File: config.mk
export PLATFORM = sky130hd
export DESIGN_NAME = demosaic_mhc_flat
export DESIGN_NICKNAME = d
export VERILOG_FILES = /design/src/rtl/demosaic_mhc_if.sv /design/src/rtl/demosaic_mhc.sv /design/src/flat_wrapper.sv
export SDC_FILE = /design/constraint.sdc
export NUM_CORES = 1
export LEC_CHECK = 0
export CAP_MARGIN = 15
export CORE_MARGIN = 4
export CORE_UTILIZATION = 64
export DETAILED_ROUTE_END_ITERATION = 8
export PLACE_DENSITY = 0.93
export SLEW_MARGIN = 20
export SYNTH_ARGS = -nofsm -noshare
export SYNTH_HDL_FRONTEND = slang
export SYNTH_SLANG_ARGS = --single-unit
File: constraint.sdc
create_clock -name clk -period 24.2 [get_ports clk]
set_input_delay 6.05 -clock clk [delete_from_list [all_inputs] [get_ports clk]]
set_output_delay 6.05 -clock clk [all_outputs]
set_load 0.03 [all_outputs]
File: src/rtl/demosaic_mhc_if.sv
// Stream bundle for demosaic_mhc: 13-pixel diamond window in, RGB pixel out.
interface demosaic_mhc_if #(
    parameter int unsigned DATA_W = 8
);
    logic                 in_valid;
    logic                 in_sof;
    logic [13*DATA_W-1:0] win_pix;
    logic                 out_valid;
    logic                 out_sof;
    logic                 out_eol;
    logic [DATA_W-1:0]    out_r;
    logic [DATA_W-1:0]    out_g;
    logic [DATA_W-1:0]    out_b;
    logic [15:0]          out_rgb565;

    modport master (
        output in_valid, in_sof, win_pix,
        input  out_valid, out_sof, out_eol, out_r, out_g, out_b, out_rgb565
    );
    modport slave (
        input  in_valid, in_sof, win_pix,
        output out_valid, out_sof, out_eol, out_r, out_g, out_b, out_rgb565
    );
endinterface

File: src/rtl/demosaic_mhc.sv
// Bayer-to-RGB interpolator (Malvar-He-Cutler or bilinear) with internal phase tracking,
// 3-stage valid pipeline and sticky framing errors.
module demosaic_mhc #(
    parameter int unsigned DATA_W = 8,
    parameter int unsigned IMG_W  = 640,
    parameter int unsigned IMG_H  = 480
) (
    input  logic          clk,
    input  logic          rst_n,
    demosaic_mhc_if.slave bus,
    input  logic [1:0]    cfg_pattern,
    input  logic          cfg_mode,
    input  logic          err_clr,
    output logic [1:0]    err
);
    localparam int unsigned AccW = DATA_W + 7;
    localparam int unsigned ColW = (IMG_W > 1) ? $clog2(IMG_W) : 1;
    localparam int unsigned RowW = (IMG_H > 1) ? $clog2(IMG_H) : 1;
    localparam logic [ColW-1:0] ColLast = ColW'(IMG_W - 1);
    localparam logic [RowW-1:0] RowLast = RowW'(IMG_H - 1);

    typedef logic signed [AccW-1:0] acc_t;
    typedef enum logic [0:0] {StIdle, StActive} state_e;

    function automatic acc_t ext(input logic [DATA_W-1:0] v);
        return acc_t'({7'b0, v});
    endfunction

    function automatic acc_t rnd(input acc_t a, input int unsigned sh);
        acc_t bias;
        bias = acc_t'(1) <<< (sh - 1);
        return (a + bias) >>> sh;
    endfunction

    function automatic logic [DATA_W-1:0] clamp(input acc_t a);
        if (a[AccW-1]) return '0;
        if (|a[AccW-2:DATA_W]) return '1;
        return a[DATA_W-1:0];
    endfunction

    state_e          state_q, state_d;
    logic [ColW-1:0] col_q, col_d, pix_col;
    logic [RowW-1:0] row_q, row_d, pix_row;
    logic [1:0]      pattern_q, pattern_d, pix_pattern, pix_site, err_q, err_d;
    logic            mode_q, mode_d, pix_mode, take_sof, accept, pix_eol;

    // A pixel carrying in_sof always starts a frame at (0,0) with the freshly presented cfg.
    assign take_sof    = bus.in_valid & bus.in_sof;
    assign accept      = take_sof | (bus.in_valid & (state_q == StActive));
    assign pix_col     = take_sof ? '0 : col_q;
    assign pix_row     = take_sof ? '0 : row_q;
    assign pix_pattern = take_sof ? cfg_pattern : pattern_q;
    assign pix_mode    = take_sof ? cfg_mode : mode_q;
    assign pix_eol     = (pix_col == ColLast);
    assign pix_site    = {pix_row[0] ^ pix_pattern[1], pix_col[0] ^ pix_pattern[0]};

    always_comb begin
        state_d   = state_q;
        col_d     = col_q;
        row_d     = row_q;
        pattern_d = pattern_q;
        mode_d    = mode_q;
        err_d     = err_clr ? 2'b00 : err_q;
        if (bus.in_valid && !bus.in_sof && state_q == StIdle) err_d[0] = 1'b1;
        if (take_sof && state_q == StActive && (col_q != '0 || row_q != '0)) err_d[1] = 1'b1;
        if (take_sof) begin
            pattern_d = cfg_pattern;
            mode_d    = cfg_mode;
        end
        if (accept) begin
            state_d = StActive;
            row_d   = pix_row;
            col_d   = pix_col + ColW'(1);
            if (pix_eol) begin
                col_d = '0;
                if (pix_row == RowLast) begin
                    row_d   = '0;
                    state_d = StIdle;
                end else begin
                    row_d = pix_row + RowW'(1);
                end
            end
        end
    end

    // S1 kernels: MHC weights are x2 (sum 16); bilinear keeps plain neighbour sums.
    acc_t c, we, ns, wwee, nnss, dsum, acc_g, acc_h, acc_v, acc_d;
    always_comb begin
        c    = ext(bus.win_pix[6*DATA_W +: DATA_W]);
        we   = ext(bus.win_pix[5*DATA_W +: DATA_W]) + ext(bus.win_pix[7*DATA_W +: DATA_W]);
        ns   = ext(bus.win_pix[2*DATA_W +: DATA_W]) + ext(bus.win_pix[10*DATA_W +: DATA_W]);
        wwee = ext(bus.win_pix[4*DATA_W +: DATA_W]) + ext(bus.win_pix[8*DATA_W +: DATA_W]);
        nnss = ext(bus.win_pix[0 +: DATA_W]) + ext(bus.win_pix[12*DATA_W +: DATA_W]);
        dsum = ext(bus.win_pix[1*DATA_W +: DATA_W]) + ext(bus.win_pix[3*DATA_W +: DATA_W])
             + ext(bus.win_pix[9*DATA_W +: DATA_W]) + ext(bus.win_pix[11*DATA_W +: DATA_W]);
        if (pix_mode) begin
            acc_g = we + ns;
            acc_h = we;
            acc_v = ns;
            acc_d = dsum;
        end else begin
            acc_g = (c <<< 3) + ((we + ns) <<< 2) - ((wwee + nnss) <<< 1);
            acc_h = (c <<< 3) + (c <<< 1) + (we <<< 3) - (wwee <<< 1) - (dsum <<< 1) + nnss;
            acc_v = (c <<< 3) + (c <<< 1) + (ns <<< 3) - (nnss <<< 1) - (dsum <<< 1) + wwee;
            acc_d = (c <<< 3) + (c <<< 2) + (dsum <<< 2) - ((wwee + nnss) <<< 1) - (wwee + nnss);
        end
    end

    logic              s1_valid, s1_sof, s1_eol, s1_mode;
    logic [1:0]        s1_site;
    logic [DATA_W-1:0] s1_c;
    acc_t              s1_g, s1_h, s1_v, s1_d;

    // S2: rounding, then route kernels to components by CFA site.
    acc_t g_k, h_k, v_k, d_k, c_k, r_n, g_n, b_n;
    always_comb begin
        g_k = s1_mode ? rnd(s1_g, 2) : rnd(s1_g, 4);
        h_k = s1_mode ? rnd(s1_h, 1) : rnd(s1_h, 4);
        v_k = s1_mode ? rnd(s1_v, 1) : rnd(s1_v, 4);
        d_k = s1_mode ? rnd(s1_d, 2) : rnd(s1_d, 4);
        c_k = ext(s1_c);
        r_n = c_k;
        g_n = g_k;
        b_n = d_k;
        case (s1_site)
            2'b01:   begin r_n = h_k; g_n = c_k; b_n = v_k; end
            2'b10:   begin r_n = v_k; g_n = c_k; b_n = h_k; end
            2'b11:   begin r_n = d_k; g_n = g_k; b_n = c_k; end
            default: begin r_n = c_k; g_n = g_k; b_n = d_k; end
        endcase
    end

    logic              s2_valid, s2_sof, s2_eol;
    acc_t              s2_r, s2_g, s2_b;
    logic [DATA_W-1:0] r_c, g_c, b_c, r_q, g_q, b_q;
    logic [15:0]       rgb565_q;
    logic              out_valid_q, out_sof_q, out_eol_q;

    assign r_c = clamp(s2_r);
    assign g_c = clamp(s2_g);
    assign b_c = clamp(s2_b);

    always_ff @(posedge clk) begin
        if (!rst_n) begin
            state_q <= StIdle;
            col_q <= '0; row_q <= '0; pattern_q <= '0; mode_q <= 1'b0; err_q <= '0;
            s1_valid <= 1'b0; s1_sof <= 1'b0; s1_eol <= 1'b0; s1_mode <= 1'b0;
            s1_site <= '0; s1_c <= '0; s1_g <= '0; s1_h <= '0; s1_v <= '0; s1_d <= '0;
            s2_valid <= 1'b0; s2_sof <= 1'b0; s2_eol <= 1'b0;
            s2_r <= '0; s2_g <= '0; s2_b <= '0;
            out_valid_q <= 1'b0; out_sof_q <= 1'b0; out_eol_q <= 1'b0;
            r_q <= '0; g_q <= '0; b_q <= '0; rgb565_q <= '0;
        end else begin
            state_q   <= state_d;
            col_q     <= col_d;
            row_q     <= row_d;
            pattern_q <= pattern_d;
            mode_q    <= mode_d;
            err_q     <= err_d;
            s1_valid  <= accept;
            s1_sof    <= take_sof;
            s1_eol    <= accept & pix_eol;
            s1_mode   <= pix_mode;
            s1_site   <= pix_site;
            s1_c      <= bus.win_pix[6*DATA_W +: DATA_W];
            s1_g      <= acc_g;
            s1_h      <= acc_h;
            s1_v      <= acc_v;
            s1_d      <= acc_d;
            s2_valid  <= s1_valid;
            s2_sof    <= s1_sof;
            s2_eol    <= s1_eol;
            s2_r      <= r_n;
            s2_g      <= g_n;
            s2_b      <= b_n;
            out_valid_q <= s2_valid;
            out_sof_q   <= s2_valid & s2_sof;
            out_eol_q   <= s2_valid & s2_eol;
            if (s2_valid) begin
                r_q      <= r_c;
                g_q      <= g_c;
                b_q      <= b_c;
                rgb565_q <= {r_c[DATA_W-1 -: 5], g_c[DATA_W-1 -: 6], b_c[DATA_W-1 -: 5]};
            end
        end
    end

    assign bus.out_valid  = out_valid_q;
    assign bus.out_sof    = out_sof_q;
    assign bus.out_eol    = out_eol_q;
    assign bus.out_r      = r_q;
    assign bus.out_g      = g_q;
    assign bus.out_b      = b_q;
    assign bus.out_rgb565 = rgb565_q;
    assign err            = err_q;
endmodule

File: src/flat_wrapper.sv
// flat-port wrapper written by rule: the top's interface ports become plain ports
module demosaic_mhc_flat 
#(
    parameter int unsigned DATA_W = 8,
    parameter int unsigned IMG_W  = 640,
    parameter int unsigned IMG_H  = 480
)
  (clk, rst_n, cfg_pattern, cfg_mode, err_clr, err, bus_in_valid, bus_in_sof, bus_win_pix, bus_out_valid, bus_out_sof, bus_out_eol, bus_out_r, bus_out_g, bus_out_b, bus_out_rgb565);
  demosaic_mhc_if #(.DATA_W(DATA_W)) bus_i ();
  input  logic clk;
  input  logic rst_n;
  input  logic [1:0] cfg_pattern;
  input  logic cfg_mode;
  input  logic err_clr;
  output logic [1:0] err;
  input wire logic [$bits(bus_i.in_valid)-1:0] bus_in_valid;
  input wire logic [$bits(bus_i.in_sof)-1:0] bus_in_sof;
  input wire logic [$bits(bus_i.win_pix)-1:0] bus_win_pix;
  output wire logic [$bits(bus_i.out_valid)-1:0] bus_out_valid;
  output wire logic [$bits(bus_i.out_sof)-1:0] bus_out_sof;
  output wire logic [$bits(bus_i.out_eol)-1:0] bus_out_eol;
  output wire logic [$bits(bus_i.out_r)-1:0] bus_out_r;
  output wire logic [$bits(bus_i.out_g)-1:0] bus_out_g;
  output wire logic [$bits(bus_i.out_b)-1:0] bus_out_b;
  output wire logic [$bits(bus_i.out_rgb565)-1:0] bus_out_rgb565;
  assign bus_i.in_valid = bus_in_valid;
  assign bus_i.in_sof = bus_in_sof;
  assign bus_i.win_pix = bus_win_pix;
  assign bus_out_valid = bus_i.out_valid;
  assign bus_out_sof = bus_i.out_sof;
  assign bus_out_eol = bus_i.out_eol;
  assign bus_out_r = bus_i.out_r;
  assign bus_out_g = bus_i.out_g;
  assign bus_out_b = bus_i.out_b;
  assign bus_out_rgb565 = bus_i.out_rgb565;
  demosaic_mhc #(.DATA_W(DATA_W), .IMG_W(IMG_W), .IMG_H(IMG_H)) u_core (.clk(clk), .rst_n(rst_n), .bus(bus_i), .cfg_pattern(cfg_pattern), .cfg_mode(cfg_mode), .err_clr(err_clr), .err(err));
endmodule
==> flow_summary.json <==
{
  "outcome": "completed",
  "worst-path-buf-inv": 6,
  "die_x_um": 164,
  "post_cts_buffers": 0,
  "initial_core_util": 0.658,
  "tightest_slew_ps": 976,
  "critPathLaunchType": "input port",
  "fp.dieH_um": 164,
  "crit_path_max_incr_delay_ps": 590,
  "yosysSeqAreaShare": 0.214,
  "clock-sinks": 167,
  "placedCellCount": 2295,
  "critPathArrivalTime_ps": 12940,
  "clk_pin_slew_ps": 70,
  "multi_input_area_um2": 11200,
  "ant_nets": 0,
  "tns_ps": 0,
  "max-slew-margin-rel": 0.349,
  "synth_area_leaders": "dfxtp_1, ha_1, fa_1",
  "drt_iter0_markers": 1497,
  "htreeDepth": 4,
  "fin_crit_ps": 12640,
  "synth_ff_type": "dfxtp_1",
  "dp_hpwl_mm": 33.6,
  "critPathTopFamily": "adder cells",
  "vias": 14200,
  "synthesis.instances": 1906,
  "clockBufferDepth": 2,
  "overflow": 0,
  "cts_hold_buffers": 0,
  "required_ps": 24500,
  "cts_resized": 0,
  "hp-class": "reg -> reg",
  "worstSetupEndpointType": "flop",
  "synthesis.nets": 2270,
  "die_area_um2": 27000,
  "finClkSkew_ps": 13.3,
  "synth.cell_area_um2": 15600,
  "hold_ws_ps": 436,
  "boundaryPins": 157,
  "firstDrtPassIters": 8,
  "row_count": 56,
  "wl_mm": 42.0,
  "io_buffer_count": 156,
  "setup_violations": 0,
  "synth_edf_count": 0,
  "slowest_stage": "o41ai_1",
  "core_um2": 23800,
  "yosys.cell_types.count": 74,
  "cts_buffers": 17,
  "grt_pass1_wl_mm": 68.3,
  "area_growth_pct": 14.0,
  "synth_seq_cells": 167,
  "final_hold_viol_count": 0,
  "layoutNonFillerInstCount": 2328,
  "worstPathMaxFanout": 5,
  "drive_above_1_share": 0.0329,
  "clk_latency_ps": 430,
  "yosys.area.top_type_share": 0.214,
  "cts-root-buf": "clkbuf_16",
  "slew_viol_final": 0,
  "fmax_mhz": 79.1,
  "grt_pass1_vias": 13800,
  "finalCritPeriodShare": 0.522,
  "rsz0062_at_grt": "no",
  "yosysWarnings": 0,
  "via_per_inst": 6.08,
  "post_drt_wl_per_cell_um": 18.0,
  "nets": 2359,
  "grt_max_degree": 59,
  "track_usage": 0.313,
  "regArea_um2": 3340,
  "maxCapViolCount": 0,
  "syn_area_per_cell_um2": 8.20,
  "antenna_found_initial": 0,
  "cts_tree": "yes",
  "num-fill-cells": 1727,
  "crit_top_cell": "inv_1",
  "crit_type": "in -> reg",
  "async_reset_ff_frac": 0,
  "gp_congestion": 1.01,
  "drc": 0,
  "yosysTopAreaCell": "dfxtp_1"
}
==> cell usage in the layout, fill, tap and decap left out, types with 8 or more instances in the layout <==
| master | count |
|---|---|
| nor2_1 | 209 |
| inv_1 | 176 |
| dfxtp_1 | 166 |
| ha_1 | 161 |
| clkdlybuf4s50_1 | 156 |
| nand2_1 | 144 |
| a21oi_1 | 111 |
| o21ai_0 | 95 |
| fa_1 | 91 |
| xnor2_1 | 88 |
| xor2_1 | 79 |
| nand3_1 | 46 |
| nor3_1 | 46 |
| mux2i_1 | 39 |
| a21o_1 | 31 |
| nand4_1 | 25 |
| nor4_1 | 22 |
| and3_1 | 21 |
| and2_1 | 21 |
| nor2b_1 | 20 |
| o21a_1 | 18 |
| a211oi_1 | 18 |
| clkbuf_16 | 17 |
| a221oi_1 | 15 |
| o22ai_1 | 15 |
| a22o_1 | 14 |
| nand2b_1 | 10 |
| a31oi_1 | 9 |
| o21bai_1 | 8 |
| a22oi_1 | 8 |
| buf_4 | 8 |
==> registers in the layout, summed over array words and instances (netlist names), 3 cells and up <==
name                   flops
u_core.s1_c                8
u_core.s1_d               14
u_core.s1_h               15
u_core.s2_r               14
u_core.s2_g               13
u_core.col_q              10
u_core.s1_v               15
u_core.s1_g               14
u_core.s2_b               14
u_core.bus.out_b           3
u_core.row_q               9
u_core.bus.out_r           3
u_core.bus.out_rgb565     16
==> Yosys cell counts, types with 4 or more instances <==
cell,count
fa_1,91
nor2_1,209
o31a_1,7
buf_2,16
a31oi_1,9
mux2i_1,39
nor2b_1,20
or2_2,6
a21oi_1,111
buf_1,9
nand3_1,46
a22oi_1,8
o22ai_1,15
o21a_1,18
ha_1,161
a211oi_1,18
nand4_1,25
clkbuf_1,52
a22o_1,14
o2111ai_1,4
nor3_1,46
xnor2_1,88
nand2_1,144
o41ai_1,7
and2_1,21
nor4_1,22
xor2_1,79
dfxtp_1,167
and4_1,4
a31o_2,5
a221oi_1,15
nand2b_1,10
o21bai_1,8
o211ai_1,7
o21ai_0,96
a21boi_0,5
buf_4,16
a2111oi_0,5
a21o_1,31
and3_1,21
inv_1,177
==> per-stage QoR <==
stage / utilization / cell area [µm²] / setup WS (ps)
CTS: 0.749 / 17800 / 11620
detailed placement: 0.725 / 17200 / 11240
global placement: 0.725 / 17200 / 11510
floorplan: - / 15600 / 12420
global route: 0.749 / 17800 / 11190
finish: 0.750 / 17800 / 11560
==> cell type report <==
cell class	instances	area share
antenna	1	0.000141
clock buffer	18	0.0241
clock inverter	14	0.00921
inverter	179	0.0377
multi-input combinational	1466	0.627
sequential	167	0.188
tap	319	0.0224
timing repair buffer	164	0.0911
==> worst register-to-register path, delay by kind of cell (launching register included) <==
kind / cells / cell delay [ps]
buf+inv: 2 / 1200
simple gates: 3 / 1150
flops: 1 / 840
compound gates: 1 / 170
==> cell families after synthesis <==
group                      Yosys count  synth area share
DFF                                167             0.214
buffers and inverters              273            0.0708
and+or+nand+nor                    593             0.178
xor gates and xnor gates           167            0.0936
muxes                               42            0.0272
adders and majority gates          252             0.246
AOI/OAI and AO/OA                  412             0.170
==> worst paths after layout <==
kind	start	depth (start not counted)	slack (ps)	endpoint
max reg2reg	u_core.mode_q	6	20760	u_core.s2_r[6]
min reg2reg	u_core.s1_sof	1	440	u_core.s2_sof
min	u_core.s1_sof	1	440	u_core.s2_sof
max	bus_win_pix[8]	29	11560	u_core.s1_v[12]
==> routing by layer <==
| metal | share of wire | routed length [µm] | vias to the layer above | global-route usage |
|---|---|---|---|---|
| met4 | 0.059 | 2460 | 0 | 0.173 |
| met1 | 0.39 | 16500 | 6549 | 0.368 |
| met3 | 0.073 | 3080 | 154 | 0.0509 |
| li1 | - | - | 6744 | - |
| met5 | 0 | 0 | - | 0 |
| met2 | 0.47 | 19900 | 709 | 0.542 |
Power is not shown: default switching activity piles up to over one toggle a cycle in this logic, so the estimate is an artifact.
